## src/rtl/traffic_phase_ctrl.sv

```systemverilog
// traffic_phase_ctrl: N-phase intersection controller.
// Serves vehicle approaches in the sequence green -> yellow -> all-red and adds a
// latched pedestrian walk phase and emergency preemption. Phase 0 is the main road
// and the rest phase. All durations are counted in tick strobes.
`timescale 1ns/1ps
module traffic_phase_ctrl #(
  parameter int N_PHASE      = 4,
  parameter int PW           = $clog2(N_PHASE),
  parameter int TW           = 8,
  parameter int T_GREEN_MAIN = 60,
  parameter int T_GREEN_SIDE = 40,
  parameter int T_YELLOW     = 5,
  parameter int T_ALLRED     = 5,
  parameter int T_WALK       = 40
) (
  input  logic                 clk,
  input  logic                 rst,
  input  logic                 tick,
  input  logic [N_PHASE-1:0]   veh_req,
  input  logic                 ped_btn,
  input  logic                 preempt,
  input  logic [PW-1:0]        preempt_phase,
  output logic [2*N_PHASE-1:0] light,
  output logic                 walk,
  output logic [PW-1:0]        active_phase,
  output logic                 ped_pending
);

  localparam logic [1:0] GREEN   = 2'd0;
  localparam logic [1:0] YELLOW  = 2'd1;
  localparam logic [1:0] ALL_RED = 2'd2;
  localparam logic [1:0] WALK    = 2'd3;

  localparam logic [1:0] LAMP_GREEN  = 2'b00;
  localparam logic [1:0] LAMP_RED    = 2'b01;
  localparam logic [1:0] LAMP_YELLOW = 2'b10;

  // Every phase except the main road; used to decide whether phase 0 must yield.
  localparam logic [N_PHASE-1:0] SIDE_MASK = ~N_PHASE'(1);

  logic [1:0]           state_q, state_d;
  logic [PW-1:0]        cur_q, cur_d;
  logic [TW-1:0]        count_q, count_d;
  logic [N_PHASE-1:0]   veh_pend_q, veh_pend_d;
  logic                 ped_q, ped_d;

  logic [TW-1:0]        limit;
  logic                 done;
  logic                 side_pend;
  logic                 preempt_ok;
  logic [(1<<PW)-1:0]   phase_valid;
  logic                 rr_found;
  logic [PW-1:0]        rr_idx;
  logic [PW-1:0]        rr_cand;
  logic [N_PHASE-1:0]   veh_req_eff;

  // A preempt request naming a phase that does not exist is ignored, so the
  // served phase index can never leave 0..N_PHASE-1.
  for (genvar gi = 0; gi < (1 << PW); gi++) begin : g_valid
    assign phase_valid[gi] = (gi < N_PHASE);
  end

  assign preempt_ok = preempt && phase_valid[preempt_phase];
  assign side_pend  = |(veh_pend_q & SIDE_MASK);
  assign done       = (count_q >= limit);

  // Duration of the current state; green depends on main vs side approach.
  always_comb begin
    limit = TW'(T_GREEN_SIDE);
    case (state_q)
      GREEN:   limit = (cur_q == '0) ? TW'(T_GREEN_MAIN) : TW'(T_GREEN_SIDE);
      YELLOW:  limit = TW'(T_YELLOW);
      ALL_RED: limit = TW'(T_ALLRED);
      WALK:    limit = TW'(T_WALK);
      default: limit = TW'(T_GREEN_SIDE);
    endcase
  end

  // Round-robin search for the next waiting approach, starting after cur;
  // scanning from the far end lets the nearest pending phase win.
  always_comb begin
    rr_found = 1'b0;
    rr_idx   = '0;
    rr_cand  = '0;
    for (int k = N_PHASE - 1; k >= 1; k--) begin
      rr_cand = PW'((int'(cur_q) + k) % N_PHASE);
      if (veh_pend_q[rr_cand]) begin
        rr_found = 1'b1;
        rr_idx   = rr_cand;
      end
    end
  end

  // Phase sequencing: preemption first, then timer expiry and pending demand.
  always_comb begin
    state_d = state_q;
    cur_d   = cur_q;
    case (state_q)
      GREEN: begin
        if (preempt_ok) begin
          // Preempting toward another phase cuts green short; toward us it holds.
          if (preempt_phase != cur_q) state_d = YELLOW;
        end else if (done) begin
          // Main road rests in green until someone else is waiting.
          if ((cur_q != '0) || side_pend || ped_q) state_d = YELLOW;
        end
      end
      YELLOW: begin
        if (done) state_d = ALL_RED;
      end
      WALK: begin
        if (done || preempt_ok) state_d = ALL_RED;
      end
      ALL_RED: begin
        if (done) begin
          if (preempt_ok) begin
            state_d = GREEN;
            cur_d   = preempt_phase;
          end else if (ped_q) begin
            state_d = WALK;
          end else if (rr_found) begin
            state_d = GREEN;
            cur_d   = rr_idx;
          end else begin
            state_d = GREEN;
            cur_d   = '0;
          end
        end
      end
      default: begin
        state_d = GREEN;
        cur_d   = '0;
      end
    endcase
  end

  // Timer restarts on every state change and saturates at the state limit.
  always_comb begin
    count_d = count_q;
    if (state_d != state_q) begin
      count_d = '0;
    end else if (tick && (count_q < limit)) begin
      count_d = count_q + TW'(1);
    end
  end

  // Request latches; clearing on service entry beats a same-edge request.
  always_comb begin
    veh_req_eff = veh_req;
    if (state_q == GREEN) veh_req_eff[cur_q] = 1'b0;
    veh_pend_d = veh_pend_q | veh_req_eff;
    if ((state_d == GREEN) && (state_q != GREEN)) veh_pend_d[cur_d] = 1'b0;

    ped_d = ped_q;
    if ((state_q != WALK) && ped_btn) ped_d = 1'b1;
    if ((state_d == WALK) && (state_q != WALK)) ped_d = 1'b0;
  end

  // State register with synchronous reset to main-road green.
  always_ff @(posedge clk) begin
    if (rst) begin
      state_q    <= GREEN;
      cur_q      <= '0;
      count_q    <= '0;
      veh_pend_q <= '0;
      ped_q      <= 1'b0;
    end else begin
      state_q    <= state_d;
      cur_q      <= cur_d;
      count_q    <= count_d;
      veh_pend_q <= veh_pend_d;
      ped_q      <= ped_d;
    end
  end

  // Lamp decode: only the served phase shows green or yellow.
  for (genvar gi = 0; gi < N_PHASE; gi++) begin : g_lamp
    assign light[2*gi +: 2] =
      ((cur_q == PW'(gi)) && (state_q == GREEN))  ? LAMP_GREEN  :
      ((cur_q == PW'(gi)) && (state_q == YELLOW)) ? LAMP_YELLOW :
                                                     LAMP_RED;
  end

  assign walk         = (state_q != WALK);
  assign active_phase = cur_q;
  assign ped_pending  = ped_q;

endmodule

```

## config.mk

```make
export PLATFORM = sky130hd
export DESIGN_NAME = traffic_phase_ctrl
export DESIGN_NICKNAME = d
export VERILOG_FILES = /design/src/rtl/traffic_phase_ctrl.sv
export SDC_FILE = /design/constraint.sdc
export NUM_CORES = 1
export LEC_CHECK = 0
export CAP_MARGIN = 20
export CELL_PAD_IN_SITES_DETAIL_PLACEMENT = 0
export CELL_PAD_IN_SITES_GLOBAL_PLACEMENT = 2
export CORE_ASPECT_RATIO = 0.8
export CORE_UTILIZATION = 32
export DETAILED_ROUTE_END_ITERATION = 10
export PLACE_DENSITY = 0.77
export SYNTH_ARGS = -nofsm -noshare
export SYNTH_HDL_FRONTEND = slang
export SYNTH_SLANG_ARGS = --single-unit
```

## constraint.sdc

```tcl
create_clock -name clk -period 3.5 [get_ports clk]
set_input_delay 0.35 -clock clk [delete_from_list [all_inputs] [get_ports clk]]
set_output_delay 0.35 -clock clk [all_outputs]
set_load 0.02 [all_outputs]
```

=== After elaboration in Yosys (flattened, before gate mapping) ===
Cells that the tools add are included.

* Register bits after elaboration: 17
* Input port bits: 11
* Word-level logic and storage cells: 106

* Add/subtract/negate cells: 4
* $lt $le $gt $ge: 10
* Equality and inequality tests: 10
* Muxes and demuxes: 45
* Bitwise logic cells: 5
* Reductions and logical operators: 27

{| class="wikitable"
|+ Operator list
! kind !! count
|-
| $mux W2 || 25
|-
| $pmux W8 S3 || 1
|-
| $lt A2 B3 Y1 const B || 6
|-
| $logic_and A1 B1 Y1 || 15
|-
| $eq A2 B2 Y1 const B || 5
|-
| $mux W1 || 9
|-
| $add A8 B1 Y8 const B || 1
|-
| $and A4 B4 Y4 || 2
|-
| $bmux W1 S2 || 4
|-
| $ge A8 B8 Y1 || 1
|-
| $lt A8 B8 Y1 || 1
|-
| $mux W4 || 2
|-
| $not A4 Y4 || 2
|-
| $pmux W2 S4 || 1
|-
| $logic_not A2 Y1 || 3
|-
| $reduce_or A2 Y1 || 3
|-
| $mux W5 || 1
|-
| $add A2 B2 Y2 const B || 2
|-
| $demux W1 S2 || 2
|-
| $eq A2 B1 Y1 const B || 2
|-
| $ge A2 B1 Y1 const B || 2
|-
| $ne A2 B2 Y1 || 2
|-
| $or A4 B4 Y4 || 1
|-
| $reduce_bool A2 Y1 || 2
|-
| 4 further kinds || 6
|}

=== Depth between registers and ports, before layout ===
* Word-level depth: 18
* Mapped depth: 11
* Depth with buffers taken out: 10

=== Worst setup path before layout ===
OpenSTA, ideal clock, no wires.

* Path type: register to register
* Start point: register state_q[1]
* End point: register count_q[0]
* Arrival time: 2.719 ns
* Required time: 3.408 ns
* Setup slack: 0.689 ns
* Cell stages (with the launch flop): 11
* Clock period less this slack: 2.811 ns
* Cell sequence: dfxtp_1 > inv_1 > ha_1 > clkbuf_1 > nand2_1 > ha_1 > a2111oi_4 > o21a_4 > mux2_4 > a21o_4 > nor4_1

* Cells in the longest elaborated chain, start to end: 9
* Elaborated cells on any way between the ends: 20
* Those cells by class: 2 x order compare; 4 x eq/ne; 9 x mux; 5 x reduce/logical

{| class="wikitable"
|+ RTL lines
! element !! line !! source
|-
| from (decl) || 41 || <nowiki>logic [1:0] state_q, state_d;</nowiki>
|-
| from (signal assigned) || 168 || <nowiki>state_q <= state_d;</nowiki>
|-
| $eq A2 B1 Y1 or $eq A2 B2 Y1 (tied branches) || 70, 98 ||
|-
| $reduce_or A2 Y1 (no source line) || - ||
|-
| $pmux W8 S3 || 70 || <nowiki>case (state_q)</nowiki>
|-
| $ge A8 B8 Y1 || 65 || <nowiki>assign done = (count_q >= limit);</nowiki>
|-
| $mux W2 or $logic_or A1 B1 Y1 (tied branches) || 103, 112 ||
|-
| $mux W2 (on tied branches) || 100, 112 ||
|-
| $pmux W2 S4 || 98 || <nowiki>case (state_q)</nowiki>
|-
| $ne A2 B2 Y1 || 140 || <nowiki>if (state_d != state_q) begin</nowiki>
|-
| $reduce_or A2 Y1 (no source line) || - ||
|-
| to (signal assigned) || 170 || <nowiki>count_q <= count_d;</nowiki>
|-
| to (decl) || 43 || <nowiki>logic [TW-1:0] count_q, count_d;</nowiki>
|}

Parallel ways exist; a longest one is shown, timed or not. The select of a mux whose other input is x is not followed.
A chain may end at the register's enable or synchronous reset.

=== Worst setup path in the final report ===
* Start point: register state_q[1]
* End point: register count_q[1]

The elaborated chain is that of the path after synthesis.

==> flow_metrics.env <==
export IMPL_track_usage_pct=16.5
export IMPL_holdWs_ns=0.545
export IMPL_cts_tree="yes"
export IMPL_core_mm2=0.00428
export IMPL_synthArstFlopShare_pct=0
export IMPL_n_antenna_cell=0
export IMPL_ys_warn_count=0
export IMPL_initial_core_util_pct=34.1
export IMPL_fmaxAchievable_mhz=343
export IMPL_drt_pre_antenna_iters=4
export IMPL_critPathArrivalTime_ns=3.07
export IMPL_min_path_type="reg2reg"
export IMPL_ctsHtreeMaxLevel=1
export IMPL_die_h_um=62.4
export IMPL_synth_compound_area_share_pct=27.3
export IMPL_route_met3_wl_um=101
export IMPL_totalWireLength_um=3770
export IMPL_yosys_register_bits=17
export IMPL_finalSetupViolCount=0
export IMPL_final_antenna_net_count=0
export IMPL_cts_sinks=17
export IMPL_status="complete, no violations"
export IMPL_synth_ff_type="dfxtp_1"
export IMPL_slew_viol_final=0
export IMPL_skew_ns=0.000872
export IMPL_postCtsSetupRepairBufs=0
export IMPL_max_slew_margin_pct=62.2
export IMPL_rsz0062_at_grt="no"
export IMPL_met1_length_um=2140
export IMPL_drv_cap=0
export IMPL_antenna_found_initial=0
export IMPL_area_growth_pct=23.4
export IMPL_final_common_cell="clkdlybuf4s50_1"
export IMPL_hold_violations=0
export IMPL_cts_resized_gates=0
export IMPL_power_density_mw_per_mm2=266
export IMPL_place_congestion=0.825
export IMPL_wl_per_cell_um=14.8
export IMPL_port_buffers=22
export IMPL_grt_pass1_wl_um=6350
export IMPL_num_rows=21
export IMPL_ios=23
export IMPL_vias=1381
export IMPL_min_period_over_period_pct=83.2
export IMPL_drc_errors=0
export IMPL_drt_iter0_drc=77
export IMPL_cp_max_fo=8
export IMPL_ir_drop_uv=120
export IMPL_grt_max_degree=16
export IMPL_layout_nets=225
export IMPL_min_period_ns=2.91
export IMPL_required_ns=3.66
export IMPL_synth_edf_count=0
export IMPL_power_leakage_uw=0.000694
export IMPL_crit_path_end_kind="register"
export IMPL_finalPower_uw=479
export IMPL_numCtsBuffers=3
export IMPL_place_hpwl_um=3020
export IMPL_dpl_cell_area_mm2=0.00176
export IMPL_dp_cells=250
export IMPL_ys_seq_area_share_pct=23.3
export IMPL_synth_distinct_cells=51
export IMPL_wl_met2_um=1470
export IMPL_dieWidth_um=77.5
export IMPL_die_area_mm2=0.00484
export IMPL_stdcell_area_mm2=0.00180
export IMPL_clkTransAtPathRegs_ns=0.06
export IMPL_synth_cells=173
export IMPL_fin_tns_setup_ns=0
export IMPL_critical_path_class="reg2reg"
export IMPL_synthSimpleGateAreaFrac_pct=24.0
export IMPL_viasPerCell=5.44
export IMPL_start_kind="register"
export IMPL_syn_num_nets=200
export IMPL_clockBufferDepth=2
export IMPL_grt_ovfl_total=0
export IMPL_avgSynthCellArea_um2=8.44
export IMPL_cts_hold_buf=0
export IMPL_worst_pin_slew_ns=0.553
export IMPL_synth_top_family_by_area="compound AO/OA/AOI/OAI gates"
export IMPL_synthXorXnorAreaFrac_pct=4.20
export IMPL_synthMuxAreaShare_pct=3.86
export IMPL_drive_above_1_share_pct=11.2
export IMPL_routed_top_layer="met4"
export IMPL_synth_area_mm2=0.00146
export IMPL_stdcell_count=254
export IMPL_synthAdderAreaFrac_pct=13.7
export IMPL_mostFrequentLayoutCells="22 x clkdlybuf4s50_1, 17 x dfxtp_1, 16 x ha_1"
export IMPL_grt_pass1_vias=1264
export IMPL_cts_root_buffer="clkbuf_8"
export IMPL_insertion_delay_ns=0.25
-- final cells by class --
| class | instances | area [um2] |
|---|---|---|
| fillers | 435 | 2480 |
| multi-input cells | 142 | 1070 |
| flip-flops and latches | 17 | 340 |
| repair buffers | 25 | 243 |
| well taps | 57 | 71.3 |
| clock buffers | 3 | 41.3 |
| inverters | 9 | 33.8 |
| clock inverters | 1 | 5.00 |
-- registers in the layout, indices dropped and copies added, names as in the netlist --
signal / flops
count_q: 8
veh_pend_q: 4
active_phase: 2
state_q: 2
ped_pending: 1
-- through the flow --
step | worst slack [ns] | utilization [%]
after global placement | 0.691 | 41.0
final | 0.588 | 42.1
after detailed placement | 0.608 | 41.0
after CTS | 0.593 | 42.1
after floorplan | 0.689 | -
after global routing | 0.277 | 42.1
-- synthesized netlist by cell type (2+ instances only) --
cell	n	area share, %
a31oi_1	4	1.7
clkbuf_1	4	1.0
nor2b_1	3	1.3
and3_1	5	2.1
nor2_1	12	3.1
nand2_1	15	3.9
o211ai_1	2	1.0
a2111oi_0	2	1.2
nor3_1	4	1.4
a21oi_1	12	4.1
nor4_1	6	2.6
inv_1	9	2.3
dfxtp_1	17	23
ha_1	16	14
xnor2_1	4	2.4
nand3_1	3	1.0
mux2i_1	3	2.1
a311oi_1	4	2.4
or2_2	2	0.86
nand2b_1	5	2.1
o21ai_0	9	3.1
xor2_1	3	1.8
-- worst max-delay path: stages, from the launching register on --
cell	delay, ns
dfxtp_1	0.42
inv_1	0.17
ha_1	0.37
ha_1	0.36
a2111oi_4	0.46
o21a_4	0.23
mux2_4	0.33
a21o_4	0.26
nor4_1	0.22
-- logic make-up (layout without fill, tap and decap cells) --
family,Yosys count,count (layout)
AND/OR/NAND/NOR,64,64
buffers and inverters,14,38
AO/OA/AOI/OAI,50,50
adder cells (fa/ha/maj),16,16
flip-flops,17,17
multiplexers,5,5
XOR/XNOR,7,7
-- worst paths after layout --
kind / slack [ns] / startpoint / end / cells past startpoint
max: 0.59 / state_q[1] / count_q[1] / 8
max reg2reg: 0.59 / state_q[1] / count_q[1] / 8
min: 0.54 / count_q[7] / count_q[7] / 2
min reg2reg: 0.54 / count_q[7] / count_q[7] / 2
-- layer usage --
metal / global-route usage [%] / vias up
li1: - / 696
met1: 26.4 / 648
met2: 22.2 / 32
met3: 1.31 / 5
met4: 6.37 / 0
met5: 0 / -
-- power breakdown --
group          internal, uW  switching [uW]
registers               201            10.3
logic                  52.6            67.5
clock network          79.1            68.4
Power figures use the tool's default switching activity.
